===== config.mk =====
export PLATFORM = sky130hd
export DESIGN_NAME = ram_rd_sched
export DESIGN_NICKNAME = d
export VERILOG_FILES = /design/src/rtl/ram_rd_sched.sv
export SDC_FILE = /design/constraint.sdc
export NUM_CORES = 1
export LEC_CHECK = 0
export ABC_CLOCK_PERIOD_IN_PS = 2300
export CAP_MARGIN = 10
export CELL_PAD_IN_SITES_DETAIL_PLACEMENT = 0
export CELL_PAD_IN_SITES_GLOBAL_PLACEMENT = 1
export CORE_AREA = 2 2 163 85
export CTS_CLUSTER_DIAMETER = 80
export DETAILED_ROUTE_END_ITERATION = 7
export DIE_AREA = 0 0 165 87
export GPL_ROUTABILITY_DRIVEN = 0
export MAX_ROUTING_LAYER = met4
export PLACE_DENSITY = 0.73
export SLEW_MARGIN = 0
export SYNTH_ARGS = -nofsm -noshare
export SYNTH_HDL_FRONTEND = slang
export SYNTH_SLANG_ARGS = --single-unit

===== constraint.sdc =====
create_clock -name clk -period 2.3 [get_ports clk]
set_input_delay 0.46 -clock clk [delete_from_list [all_inputs] [get_ports clk]]
set_output_delay 0.46 -clock clk [all_outputs]
set_load 0.01 [all_outputs]

===== src/rtl/ram_rd_sched.sv =====
// Round-robin burst read scheduler: shares one synchronous RAM read port among
// NREQ FIFO fillers, issuing one read per cycle and routing tagged data back.
module ram_rd_sched #(
  parameter int unsigned REQ_W  = 2,
  parameter int unsigned RAM_AW = 8,
  parameter int unsigned DW     = 24,
  parameter int unsigned RD_LAT = 1,
  localparam int unsigned NREQ  = 1 << REQ_W
) (
  input  logic                     clk,
  input  logic                     rst,
  input  logic [NREQ-1:0]          req_valid,
  input  logic [NREQ*RAM_AW-1:0]   req_addr,
  input  logic [NREQ*RAM_AW-1:0]   req_len,
  output logic [NREQ-1:0]          req_ready,
  output logic                     ram_ren,
  output logic [RAM_AW-1:0]        ram_raddr,
  input  logic [DW-1:0]            ram_rdata,
  output logic [NREQ-1:0]          fifo_wrreq,
  output logic [DW-1:0]            fifo_data,
  output logic                     fifo_last,
  output logic [NREQ-1:0]          done,
  output logic                     busy,
  output logic [REQ_W-1:0]         cur_id
);

  typedef enum logic [1:0] {StIdle, StIssue, StDrain} state_e;

  state_e            state_q, state_d;
  logic [REQ_W-1:0]  rr_q, rr_d;
  logic [REQ_W-1:0]  cur_id_q, cur_id_d;
  logic [RAM_AW-1:0] addr_q, addr_d;
  logic [RAM_AW-1:0] cnt_q, cnt_d;
  logic              zero_q, zero_d;
  logic [NREQ-1:0]   ready_q, ready_d;
  logic              ren_q, ren_d;
  logic              ren_last_q, ren_last_d;
  logic [RAM_AW-1:0] raddr_q, raddr_d;
  logic [RD_LAT-1:0] tag_vld_q, tag_vld_d;
  logic [RD_LAT-1:0] tag_last_q, tag_last_d;
  logic [NREQ-1:0]   wrreq_q, wrreq_d;
  logic [DW-1:0]     data_q, data_d;
  logic              last_q, last_d;
  logic [NREQ-1:0]   done_q, done_d;

  logic              found;
  logic [REQ_W-1:0]  win;
  logic [REQ_W-1:0]  idx;
  logic [RAM_AW-1:0] win_len;

  always_comb begin
    found = 1'b0;
    win   = '0;
    idx   = '0;
    for (int i = 0; i < int'(NREQ); i++) begin
      idx = rr_q + REQ_W'(i);
      if (!found && req_valid[idx]) begin
        found = 1'b1;
        win   = idx;
      end
    end
    win_len = req_len[win*RAM_AW +: RAM_AW];

    state_d    = state_q;
    rr_d       = rr_q;
    cur_id_d   = cur_id_q;
    addr_d     = addr_q;
    cnt_d      = cnt_q;
    zero_d     = zero_q;
    ready_d    = '0;
    ren_d      = 1'b0;
    ren_last_d = 1'b0;
    raddr_d    = raddr_q;
    done_d     = '0;

    unique case (state_q)
      StIdle: begin
        if (found) begin
          ready_d[win] = 1'b1;
          cur_id_d     = win;
          addr_d       = req_addr[win*RAM_AW +: RAM_AW];
          cnt_d        = win_len;
          zero_d       = (win_len == '0);
          rr_d         = win + 1'b1;
          state_d      = (win_len == '0) ? StDrain : StIssue;
        end
      end
      StIssue: begin
        ren_d      = 1'b1;
        raddr_d    = addr_q;
        ren_last_d = (cnt_q == RAM_AW'(1));
        addr_d     = addr_q + 1'b1;
        cnt_d      = cnt_q - 1'b1;
        if (cnt_q == RAM_AW'(1)) state_d = StDrain;
      end
      StDrain: begin
        // Zero-length bursts have no beats, so they finish right away.
        if (last_q || zero_q) begin
          state_d          = StIdle;
          done_d[cur_id_q] = 1'b1;
        end
      end
      default: state_d = StIdle;
    endcase

    tag_vld_d  = (tag_vld_q << 1) | RD_LAT'(ren_q);
    tag_last_d = (tag_last_q << 1) | RD_LAT'(ren_q & ren_last_q);

    wrreq_d = '0;
    if (tag_vld_q[RD_LAT-1]) wrreq_d[cur_id_q] = 1'b1;
    last_d = tag_vld_q[RD_LAT-1] & tag_last_q[RD_LAT-1];
    data_d = tag_vld_q[RD_LAT-1] ? ram_rdata : data_q;
  end

  always_ff @(posedge clk) begin
    if (rst) begin
      state_q    <= StIdle;
      rr_q       <= '0;
      cur_id_q   <= '0;
      addr_q     <= '0;
      cnt_q      <= '0;
      zero_q     <= 1'b0;
      ready_q    <= '0;
      ren_q      <= 1'b0;
      ren_last_q <= 1'b0;
      raddr_q    <= '0;
      tag_vld_q  <= '0;
      tag_last_q <= '0;
      wrreq_q    <= '0;
      data_q     <= '0;
      last_q     <= 1'b0;
      done_q     <= '0;
    end else begin
      state_q    <= state_d;
      rr_q       <= rr_d;
      cur_id_q   <= cur_id_d;
      addr_q     <= addr_d;
      cnt_q      <= cnt_d;
      zero_q     <= zero_d;
      ready_q    <= ready_d;
      ren_q      <= ren_d;
      ren_last_q <= ren_last_d;
      raddr_q    <= raddr_d;
      tag_vld_q  <= tag_vld_d;
      tag_last_q <= tag_last_d;
      wrreq_q    <= wrreq_d;
      data_q     <= data_d;
      last_q     <= last_d;
      done_q     <= done_d;
    end
  end

  assign req_ready  = ready_q;
  assign ram_ren    = ren_q;
  assign ram_raddr  = raddr_q;
  assign fifo_wrreq = wrreq_q;
  assign fifo_data  = data_q;
  assign fifo_last  = last_q;
  assign done       = done_q;
  assign busy       = (state_q != StIdle);
  assign cur_id     = cur_id_q;

endmodule


==> impl_metrics.yaml <==
outcome:
  status: "completed"
logic_synthesis:
  synth_area_leader_cell: "dfxtp_1"
  yosys.area.top_type_share: 0.405
  synth_nets: 546
  synth_common_cells: "dfxtp_1 (72), nor2_1 (61), nand2_1 (58)"
  synth_area_leaders: "dfxtp_1 (40%), mux2i_1 (6.7%), nor2_1 (6.4%), nand2_1 (6.1%), nand3_1 (3.4%)"
  synth_area_sq_um: 3560
  synth.most_common_cell: "dfxtp_1"
  synth-edff-count: 0
  yosysWarnings: 0
  synthFlopType: "dfxtp_1"
  ys_ff_latch: 72
  post_synth.cell_area_avg_sq_um: 8.00
  async_reset_ff_frac: 0
  ys_seq_area_frac: 0.405
  syn_inst: 445
  ys_types: 49
setup_path:
  worstReg2RegEnd: "state_q[0]"
  path_class: "input port to flop"
  critPathLaunchType: "input port"
  crit_slowest_cell: "or4b_4"
  r2r_setup_slack_ns: 0.02
  worstPathRequired_ns: 2.52
  cp_max_fo: 10
  reg2reg_depth: 9
  worstPathArrival_ns: 2.51
  critPathMaxStageDelay_ns: 0.57
  path_cells: "dlygate4sd2_1, nor2_1, or4b_4, buf_12, buf_16, nand3_1, o211a_1, o22a_1, nand4_1, a22o_1"
  r2r-start: "rr_q[0]"
  cp-end-kind: "flop"
floorplan:
  die_h_microns: 87
  die_area_sq_um: 14400
  design.portCount: 143
  die_w_microns: 165
  core_area_sq_um: 13100
  rows: 30
  start_util: 0.272
flow_run:
  maxCapViolCount: 0
clock_network:
  cts_hold_buf: 0
  clockRootBuffer: "clkbuf_16"
  cts_buffer_depth: 2
  cts.sinks: 72
  htreeDepth: 3
  clk_pin_slew_ns: 0.06
  cts_buffers: 9
  cts_tree: "yes"
  clk_latency_ns: 0.33
sta:
  fin_crit_ns: 2.29
  min_period_over_period: 0.997
  worstMarginPinSlew_ns: 0.822
  slew_headroom: 0.450
  fin_skew_ns: 0.00722
  finalSetupTns_ns: 0
  setup_ws_ns: 0.00785
  setup_viol: 0
  drv_slew: 0
  hold_viol_final: 0
  fmax_mhz: 436
power:
  power.leakage_nw: 2.30
  power_density_nw_per_um2: 1030
  totalPowerFinal_w: 0.00590
  peakVddDrop_v: 0.000383
placed_design:
  dpl.hpwl_mm: 8.85
  pre_cts_ws_ns: -0.587
  place_area_sq_um: 5340
  port_buffers: 142
route:
  first_pass_iters: 4
  drc: 0
  antenna_left: 0
  routedWlPerCell_microns: 14.4
  vias: 3710
  routed_wl_mm: 11.4
  drt_iter0_drc: 255
  vias_per_cell: 4.72
global_route:
  grt_max_degree: 28
  grt_pass1_wl_mm: 18.2
  antenna_found_initial: 0
  grt_usage: 0.166
  gr-total-overflow: 0
  grt_pass1_vias: 3693
hold_path:
  hp-start: "tag_last_q"
  min_path_type: "flop to flop"
  hold_path_depth: 2
  min_to: "fifo_last"
final_layout:
  final_cell_area_sq_um: 5730
  diodes: 0
  nets: 706
  multi_input_area_sq_um: 1920
  areaGrowthSynthToFinish_pct: 61.0
  fill_cells: 1299
  layout-drive-gt1-share: 0.113
  layout.area.seq_sq_um: 1450
-- cell type report --
cell class | count | share of cell area
Multi-Input combinational cell | 320 | 0.334
Timing Repair Buffer | 180 | 0.311
Sequential cell | 72 | 0.252
Clock buffer | 10 | 0.0417
Tap cell | 176 | 0.0384
Inverter | 22 | 0.0144
Clock inverter | 6 | 0.00786
-- placed cells by master, fill, tap and decap left out, types with 11 or more instances in the layout --
| cell type | netlist | layout |
|---|---|---|
| a21oi_1 | 22 | 22 |
| a31oi_1 | 11 | 11 |
| buf_4 | 0 | 31 |
| clkdlybuf4s50_1 | 0 | 137 |
| dfxtp_1 | 72 | 71 |
| inv_1 | 21 | 21 |
| mux2i_1 | 24 | 24 |
| nand2_1 | 58 | 58 |
| nand3_1 | 24 | 22 |
| nor2_1 | 61 | 61 |
-- cells by family (layout without fill, tap and decap cells) --
kind of cell,Yosys count,count (layout),share of synthesized area
muxes,24,24,0.0675
buffers and inverters,53,218,0.0650
adders and majority gates,7,7,0.0246
xor gates and xnor gates,1,1,0.00246
DFF,72,72,0.405
AOI/OAI and AO/OA,101,101,0.196
and+or+nand+nor,187,187,0.240
-- report_power, final --
| part | switching, W | internal [W] |
|---|---|---|
| logic | 0.00145 | 0.00140 |
| clock network | 0.000531 | 0.000760 |
| registers | 0.000257 | 0.00151 |
| total | 0.00223 | 0.00366 |
-- flip-flops by register name, summed over array words and instances (netlist names), 2 cells and up --
register	count
fifo_data	24
ram_raddr	8
cnt_q	8
fifo_wrreq	4
req_ready	4
addr_q	8
state_q	2
done	4
rr_q	2
cur_id	2
-- worst max-delay path: cells and delay by family --
kind	cells	cell delay [ns]
AND/OR/NAND/NOR	4	0.92
AO/OA/AOI/OAI	3	0.58
buffers and inverters	3	0.55
-- repair_timing --
action | 4_1_cts | 5_1_grt
cloned | 2 | 0
pin swaps | 10 | 4
resized for setup | 16 | 9
endpoints found under the setup margin | 19 | 7
buffers inserted | 2 | 0
-- stage by stage --
step | std cells | utilization | hold WS [ns]
after floorplan | 445 | - | 0.394
after global placement | 766 | 0.408 | 0.400
after detailed placement | 766 | 0.408 | 0.399
after CTS | 786 | 0.436 | 0.407
after global routing | 786 | 0.438 | 0.422
final | 786 | 0.438 | 0.413
-- worst max path at each step --
stage / from / depth (start not counted) / endpoint
after floorplan: req_valid[2] / 9 / addr_q[4]
after global placement: req_valid[2] / 9 / state_q[1]
after detailed placement: req_valid[0] / 9 / state_q[1]
after CTS: rr_q[0] / 9 / state_q[0]
after global routing: rr_q[0] / 9 / state_q[1]
final: req_valid[1] / 10 / state_q[0]
-- routing by layer --
layer	GRT usage	up-vias	wire length (microns)
li1	-	1873	-
met1	0.246	1710	6270
met2	0.228	118	4420
met3	0.0409	9	602
met4	0.0292	0	59
met5	-	-	0
No activity file was read; power rests on OpenSTA's default activity.
